==> src/rtl/serial_adder_ctrl.sv <==
// Bit-serial adder with valid/ready handshakes: {C,S} = A + B + C0, one
// full-adder slice per cycle, LSB first, through an IDLE/RUN/DONE controller.
module serial_adder_ctrl #(
   parameter int WIDTH = 3
) (
   input  logic             CLK,
   input  logic             RST_N,
   input  logic             IN_VALID,
   output logic             IN_READY,
   input  logic [WIDTH-1:0] A,
   input  logic [WIDTH-1:0] B,
   input  logic             C0,
   output logic             OUT_VALID,
   input  logic             OUT_READY,
   output logic [WIDTH-1:0] S,
   output logic             C,
   output logic             BUSY
);

   typedef enum logic [1:0] {IDLE, RUN, DONE} stateT;

   localparam int CntW = (WIDTH > 1) ? $clog2(WIDTH) : 1;
   localparam logic [CntW-1:0] LastBit = CntW'(WIDTH - 1);

   stateT            state, nextState;
   logic [WIDTH-1:0] aShift, bShift, sReg, sNext;
   logic             carry, cOut;
   logic [CntW-1:0]  bitCnt;
   logic             sumBit, carryNext;

   assign sumBit    = aShift[0] ^ bShift[0] ^ carry;
   assign carryNext = (aShift[0] & bShift[0]) | (bShift[0] & carry) | (carry & aShift[0]);

   // Sum bits enter from the MSB side so the word is aligned after WIDTH shifts.
   generate
      if (WIDTH == 1) begin : gSingle
         assign sNext = sumBit;
      end else begin : gMulti
         assign sNext = {sumBit, sReg[WIDTH-1:1]};
      end
   endgenerate

   always_ff @(posedge CLK or negedge RST_N) begin
      if (!RST_N) begin
         state <= IDLE;
      end else begin
         // NOTE: non-blocking assignments for every register so all flops
         // sample pre-edge values, independent of statement order.
         state <= nextState;
      end
   end

   always_comb begin
      // NOTE: every output of this block gets a default first; a missed
      // branch would otherwise infer a latch.
      nextState = state;
      IN_READY  = 1'b0;
      OUT_VALID = 1'b0;
      BUSY      = 1'b0;
      unique case (state)
         IDLE: begin
            IN_READY = 1'b1;
            if (IN_VALID) nextState = RUN;
         end
         RUN: begin
            BUSY = 1'b1;
            if (bitCnt == LastBit) nextState = DONE;
         end
         DONE: begin
            BUSY      = 1'b1;
            OUT_VALID = 1'b1;
            if (OUT_READY) nextState = IDLE;
         end
         default: nextState = IDLE;
      endcase
   end

   // C lives in its own register so the visible carry-out survives the
   // carry-in load at the next acceptance.
   always_ff @(posedge CLK or negedge RST_N) begin
      if (!RST_N) begin
         // NOTE: datapath registers are plain flops, not memories, so all of
         // them clear asynchronously with the state.
         aShift <= '0;
         bShift <= '0;
         sReg   <= '0;
         carry  <= 1'b0;
         cOut   <= 1'b0;
         bitCnt <= '0;
      end else begin
         unique case (state)
            IDLE: begin
               if (IN_VALID) begin
                  aShift <= A;
                  bShift <= B;
                  carry  <= C0;
                  bitCnt <= '0;
               end
            end
            RUN: begin
               aShift <= aShift >> 1;
               bShift <= bShift >> 1;
               sReg   <= sNext;
               carry  <= carryNext;
               bitCnt <= bitCnt + CntW'(1);
               if (bitCnt == LastBit) cOut <= carryNext;
            end
            default: ;
         endcase
      end
   end

   assign S = sReg;
   assign C = cOut;

endmodule

==> config.mk <==
export PLATFORM = sky130hd
export DESIGN_NAME = serial_adder_ctrl
export DESIGN_NICKNAME = d
export VERILOG_FILES = /design/src/rtl/serial_adder_ctrl.sv
export SDC_FILE = /design/constraint.sdc
export NUM_CORES = 1
export LEC_CHECK = 0
export ABC_AREA = 1
export ABC_CLOCK_PERIOD_IN_PS = 1750
export CAP_MARGIN = 20
export CORE_ASPECT_RATIO = 0.8
export CORE_UTILIZATION = 30
export CTS_CLUSTER_DIAMETER = 60
export CTS_CLUSTER_SIZE = 8
export DETAILED_ROUTE_END_ITERATION = 6
export PLACE_DENSITY_LB_ADDON = 0.05
export SLEW_MARGIN = 10
export SYNTH_ARGS = -nofsm -noshare
export SYNTH_HDL_FRONTEND = slang
export SYNTH_SLANG_ARGS = --single-unit
==> constraint.sdc <==
create_clock -name CLK -period 1.75 [get_ports CLK]
set_input_delay 0.175 -clock CLK [delete_from_list [all_inputs] [get_ports CLK]]
set_output_delay 0.175 -clock CLK [all_outputs]
set_load 0.03 [all_outputs]
### Word level (Yosys, flattened, before mapping)

Index checks and enable logic that the tools add are counted.

| word-level totals | value |
|---|---|
| register bits after elaboration | 15 |
| input bits | 11 |

| operators by class | value |
|---|---|
| reductions and logical operators | 6 |
| bitwise gates (word level) | 7 |
| eq/ne operators | 6 |
| $add $sub $neg | 1 |
| muxes and demuxes | 15 |

Operators by type and width:

| operator | count |
|---|---|
| case mux 3 bit (2 select lines) | 2 |
| two-way mux 2 bit | 4 |
| two-way mux 3 bit | 2 |
| != test 2 bit (second input constant) | 3 |
| case mux 2 bit (3 select lines) | 1 |
| == test 2 bit (second input constant) | 2 |
| two-way mux 1 bit | 4 |
| case mux 2 bit (2 select lines) | 1 |
| AND reduction 2 bit | 2 |
| AND 1 bit | 3 |
| AND reduction 3 bit | 1 |
| adder 2 x 1 -> 2 bit (second input constant) | 1 |
| == test 2 x 1 -> 1 bit (second input constant) | 1 |
| zero test 2 bit | 1 |
| bitwise OR 1 bit | 2 |
| case mux 1 bit (2 select lines) | 1 |
| nonzero test 2 bit | 1 |
| OR reduction 2 bit | 1 |
| XOR 1 bit | 2 |

### Longest topological paths before layout

Gate-level depths: netlist of run 1.

| logic depth | value |
|---|---|
| depth after elaboration | 4 |
| depth in mapped cells | 8 |

### Worst setup path before layout of run 1

No wires, ideal clock.

| path | value |
|---|---|
| path kind | register to register |
| start | register state[0] |
| end | register aShift[2] |
| clock period less this slack | 1394 ps |
| stages on the path, launching flop included | 8 |
| arrival time | 1277 ps |
| required time | 1633 ps |
| path slack | 356 ps |
| cell sequence | dfrtp_1 -> inv_1 -> ha_1 -> nand2_1 -> nand2_4 -> inv_4 -> nand2_1 -> nand2_1 |

| between the ends | value |
|---|---|
| cells in the longest elaborated chain, start to end | 3 |
| elaborated cells on any way between the ends | 6 |
| classes of those cells | 2 x eq/ne; 1 x mux; 3 x reduce/logical |

Ends and longest elaborated chain:

| element | line | RTL |
|---|---|---|
| start: declaration | 25 | `stateT state, nextState;` |
| start signal: assignment | 49 | `state <= nextState;` |
| == test 2 x 1 -> 1 bit or zero test 2 bit (tied branches) | 91 | `unique case (state)` |
| nonzero test 2 bit (no line) or != test 2 bit (tied branches) | n/a |  |
| AND reduction 2 bit (no line) | n/a |  |
| end signal: assignment | 101 | `aShift <= aShift >> 1;` |
| end: declaration | 26 | `logic [WIDTH-1:0] aShift, bShift, sReg, sNext;` |

Several ways; a longest one is shown, not always the timed one.
A chain may end at the register's enable or synchronous reset.

### Worst setup path after layout of run 1

| path | value |
|---|---|
| start | register state[0] |
| end | output port IN_READY |

| between the ends | value |
|---|---|
| cells in the longest elaborated chain, start to end | 2 |

Ends and longest elaborated chain:

| element | line | RTL |
|---|---|---|
| zero test 2 bit | 60 | `unique case (state)` |
| two-way mux 1 bit | 60 |  |
| end: declaration | 9 | `output logic IN_READY,` |

Every way passes these cells.

==> results of run 1 <==
## where the power goes
| group | total, uW | switching [uW] | internal [uW] |
|---|---|---|---|
| Combinational | 951 | 608 | 343 |
| Sequential | 586 | 86.5 | 499 |
| Clock | 205 | 116 | 88.7 |
## layer usage
metal  global-route usage [%]  vias to the layer above
met5                        0                        -
met4                    4.286                        0
met3                    5.785                        2
met2                    20.92                       13
met1                    16.17                      288
li1                         -                      340
## area by class of cell
type,instances,area [sq um]
sequential,15,375.4
inverter,10,40.04
fill,278,1436
tap,36,45.04
clock buffer,4,26.28
timing repair buffer,19,181.4
multi-input combinational,70,337.8
## path summary, 6_finish.rpt
kind | endpoint | from | cells after the start
max in group asynchronous | bShift[0] | RST_N | 2
hold reg to reg | S[0] | S[0] | 2
min in group CLK | aShift[2] | A[2] | 3
setup / recovery | IN_READY | state[0] | 3
hold / removal | aShift[0] | RST_N | 2
setup reg to reg | state[1] | state[1] | 7
## cells in the mapped netlist (all sizes together)
library cell	instances
buf	2
dfrtp	15
fa	1
ha	4
inv	10
nand2	53
nand3	5
nand4	2
nor2	1
o21ai	4
## registers in the layout, summed over array words and instances (netlist names)
signal,cells
C,1
S,3
aShift,3
bShift,3
bitCnt,2
carry,1
state,2
## layout by cell type (no fill, tap or decap)
cell type / instances
buf_4: 2
nand4_1: 2
inv_4: 1
fa_1: 1
clkbuf_4: 3
nor2_1: 1
ha_1: 4
inv_1: 8
inv_2: 1
nand2_4: 1
nand3_1: 5
clkbuf_1: 1
o21ai_1: 2
clkdlybuf4s50_1: 14
nand2_1: 52
dlygate4sd2_1: 3
o21ai_0: 2
dfrtp_1: 15
## worst max-delay path, cell delays in order (launching register included)
cell and delay (ns):
dfrtp_1 0.41, inv_1 0.09, ha_1 0.22, dlygate4sd2_1 0.42
## kinds of logic (layout without fill, tap and decap cells)
kind of cell / Yosys count / after routing / synth area share, %
buf+inv: 12 / 33 / 7.618
fa+ha+maj: 5 / 5 / 9.077
compound gates: 4 / 4 / 2.593
simple gates: 61 / 61 / 32.09
flops: 15 / 15 / 48.62
## through the flow
stage               util (%)  setup WS (ns)
floorplan                  -         0.3559
global route           41.19        0.07042
global placement       40.27         0.2156
detailed placement     40.27         0.1901
CTS                    41.19         0.1348
finish                 41.19         0.1451
==> impl_metrics.env, run 1 <==
export IMPL_wl_met2_um=680
export IMPL_die_area_sq_mm=0.002781
export IMPL_insertion_delay_ns=0.29
export IMPL_first_global_vias=565
export IMPL_wl_um=1518
export IMPL_drt_first_pass_iters=2
export IMPL_grt_setup_unrepaired="no"
export IMPL_syn2layout_area_growth_pct=30.31
export IMPL_max_cap_viol_count=0
export IMPL_cts_tree="done"
export IMPL_synthTopCellsByArea="dfrtp_1 49%, nand2_1 25%, ha_1 6.5%"
export IMPL_dp_cells=150
export IMPL_drt_met1_wl_um=738
export IMPL_antenna_found_initial=0
export IMPL_slew_limit_headroom_pct=79.66
export IMPL_period_needed_ns=1.605
export IMPL_critPathMaxFanout=5
export IMPL_yosysSeqAreaShare_pct=48.62
export IMPL_slew_viol_final=0
export IMPL_top_layer_used="met4"
export IMPL_htree_levels=1
export IMPL_place_area_sq_um=983.4
export IMPL_holdWs_ns=0.1953
export IMPL_finalSetupViolCount=0
export IMPL_yosysWarnings=0
export IMPL_endpoint_kind="output port"
export IMPL_clockBufferDepth=2
export IMPL_clock_sinks=15
export IMPL_start_kind="register"
export IMPL_nNetsFinal=135
export IMPL_dp_hpwl_um=1098
export IMPL_io_pins=18
export IMPL_ys_seq_elements=15
export IMPL_grt_max_degree=16
export IMPL_dr_first_iter_drc_count=9
export IMPL_critical_path_required_ns=1.57
export IMPL_syn_mean_instance_area_sq_um=7.959
export IMPL_vias=643
export IMPL_cts_buffers=3
export IMPL_finalHoldViolations=0
export IMPL_irDropWorstVdd_mv=0.5832
export IMPL_hold_buffers=0
export IMPL_power_density_mw_per_mm2=1732
export IMPL_die_y_um=47.37
export IMPL_grt_ovfl_total=0
export IMPL_grt_pass1_wl_um=2539
export IMPL_arrival_ns=1.43
export IMPL_via_per_inst=4.175
export IMPL_fp_row_count=16
export IMPL_synthCells=97
export IMPL_die_w_um=58.72
export IMPL_root_buffer="clkbuf_4"
export IMPL_worst_setup_path_type="reg2out"
export IMPL_stdcell_count=154
export IMPL_clk_pin_slew_ns=0.09
export IMPL_fin_area_sq_mm=0.001006
export IMPL_syn_nets=113
export IMPL_drtAntennaViolNets=0
export IMPL_tightest_slew_ns=0.3041
export IMPL_wl_per_cell_um=9.857
export IMPL_r2r_slack_ns=0.39
export IMPL_power_leakage_uw=0.0005371
export IMPL_timing_final_crit_share_pct=91.71
export IMPL_start_util_pct=31.61
export IMPL_drc=0
export IMPL_core_area_sq_mm=0.002442
export IMPL_ctsResizeCount=3
export IMPL_io_buffers=17
export IMPL_synth_top_area_cell="dfrtp_1"
export IMPL_grt_use_total_pct=13.10
export IMPL_drive_above_1_share_pct=6.780
export IMPL_place_congestion=0.7831
export IMPL_wl_met3_um=83
export IMPL_fin_skew_ns=0.006234
export IMPL_power_total_uw=1742
export IMPL_synth_area_sq_um=772.0
export IMPL_max_freq_ghz=0.6231
export IMPL_n_antenna_cell=0
export IMPL_outcome="complete, no violations"
export IMPL_synth_distinct_cells=15
export IMPL_fin_setup_tns_ns=0
export IMPL_cts_setup_buffers=0
export IMPL_min_path_type="in2async"
export IMPL_yosys_area_top_type_share_pct=48.62
No activity file was read; power rests on OpenSTA's default activity.
==> run 2, diff against run 1 <==
- CORE_ASPECT_RATIO: 0.8 -> 0.9
==> run 2 against run 1 <==
Effect of this change: combinational power rose by 2%; count of clock-buffer cells in the layout unchanged; global-route usage is 0.15 points higher; critical path depth unchanged; sequential power about the same.
==> impl_metrics.env, run 2 (synthesized netlist as in run 1, its figures left out) <==
export IMPL_root_buffer="clkbuf_4"
export IMPL_fin_util_pct=41.02
export IMPL_drt_first_pass_iters=3
export IMPL_first_global_vias=655
export IMPL_dp_hpwl_um=1133
export IMPL_slew_viol_final=0
export IMPL_die_w_um=55.47
export IMPL_slew_limit_headroom_pct=79.85
export IMPL_reg2reg_to="bShift[1]"
export IMPL_fin_skew_ns=0.001142
export IMPL_clockBufferDepth=2
export IMPL_worst_r2r_path_depth=7
export IMPL_insertion_delay_ns=0.28
export IMPL_critical_path_required_ns=1.57
export IMPL_finalSetupViolCount=0
export IMPL_grt_setup_unrepaired="no"
export IMPL_dr_first_iter_drc_count=13
export IMPL_place_congestion=0.7466
export IMPL_ctsResizeCount=3
export IMPL_antenna_found_initial=0
export IMPL_grt_ovfl_total=0
export IMPL_core_area_sq_mm=0.002446
export IMPL_max_cap_viol_count=0
export IMPL_r2r_slack_ns=0.47
export IMPL_arrival_ns=1.42
export IMPL_grt_max_degree=16
export IMPL_drc=0
export IMPL_timing_rr_start="state[1]"
export IMPL_clock_sinks=15
export IMPL_fp_row_count=17
export IMPL_hold_buffers=0
export IMPL_crit_start="state[0]"
export IMPL_cts_tree="done"
export IMPL_n_antenna_cell=0
export IMPL_max_freq_ghz=0.6279
export IMPL_mostFrequentLayoutCells="52 x nand2_1, 15 x dfrtp_1, 14 x clkdlybuf4s50_1"
export IMPL_finalHoldViolations=0
export IMPL_via_per_inst=4.381
export IMPL_cts_buffers=3
export IMPL_io_pins=18
export IMPL_grt_use_total_pct=13.25
export IMPL_drive_above_1_share_pct=7.563
export IMPL_timing_final_crit_share_pct=91.00
export IMPL_power_leakage_uw=0.0005421
export IMPL_min_path_type="in2async"
export IMPL_drtAntennaViolNets=0
export IMPL_critPathMaxFanout=5
export IMPL_htree_levels=1
export IMPL_die_y_um=50.13
export IMPL_period_needed_ns=1.593
export IMPL_syn2layout_area_growth_pct=29.98
export IMPL_wl_um=1487
export IMPL_final_common_cell="nand2_1"
export IMPL_die_area_sq_mm=0.002780
export IMPL_tightest_slew_ns=0.3013
export IMPL_clk_pin_slew_ns=0.09
export IMPL_start_kind="register"
export IMPL_power_density_mw_per_mm2=1749
export IMPL_endpoint_kind="output port"
export IMPL_io_buffers=17
export IMPL_irDropWorstVdd_mv=0.6495
export IMPL_fin_setup_tns_ns=0
export IMPL_start_util_pct=31.56
export IMPL_cts_setup_buffers=0
export IMPL_grt_pass1_wl_um=2801
export IMPL_outcome="complete, no violations"
export IMPL_vias=644
export IMPL_fillers=254
export IMPL_worst_setup_path_type="reg2out"
export IMPL_wl_per_cell_um=10.12
export IMPL_nNetsFinal=136
run 2: per-layer routing:
metal	track usage (%)	routed length, um	up-vias
li1	-	-	341
met1	15.01	694	287
met2	22.89	704	14
met3	5.512	74	2
met4	3.750	14	0
met5	0	0	-
run 2: worst max-delay path: stages, from the launching register on:
cell,delay [ns]
dfrtp_1,0.40
inv_1,0.09
ha_1,0.22
dlygate4sd2_1,0.42
run 2: worst max-delay path by stage:
stage	endpoint	slack, ns	cells after the start
5_1_grt	IN_READY	0.05	3
3_3_place_gp	IN_READY	0.22	3
2_1_floorplan	aShift[2]	0.36	7
3_5_place_dp	IN_READY	0.18	3
4_1_cts	IN_READY	0.14	3
6_report	IN_READY	0.16	3
run 2: layout make-up:
| class | instances | area [sq um] | area share [%] |
|---|---|---|---|
| Sequential cell | 15 | 375.4 | 37.41 |
| Multi-Input combinational cell | 70 | 337.8 | 33.67 |
| Timing Repair Buffer | 20 | 188.9 | 18.83 |
| Inverter | 10 | 40.04 | 3.990 |
| Tap cell | 28 | 35.03 | 3.491 |
| Clock buffer | 4 | 26.28 | 2.618 |
run 2: metrics by stage:
step	setup slack (ns)	std cells	power (uW)	instance area, sq um	hold WS [ns]
2_1_floorplan	0.3559	97	1311	772.0	-0.1206
3_3_place_gp	0.2164	143	1604	980.9	0.4551
3_5_place_dp	0.1844	143	1612	980.9	0.4584
4_1_cts	0.1412	147	1791	1003	0.2050
5_1_grt	0.04589	147	1944	1003	0.2081
6_report	0.1574	147	1755	1003	0.1981
run 2: power breakdown:
part / internal, uW / switching (uW) / total, uW
registers: 499 / 85.2 / 584
clock network: 88.6 / 113 / 202
logic: 359 / 610 / 969
total: 946 / 808 / 1750
==> run 3, diff against run 2 <==
- CTS_CLUSTER_DIAMETER: 60 -> 200
==> results of run 3 <==
The final DEF is identical to that of run 2; final timing and power are the same.
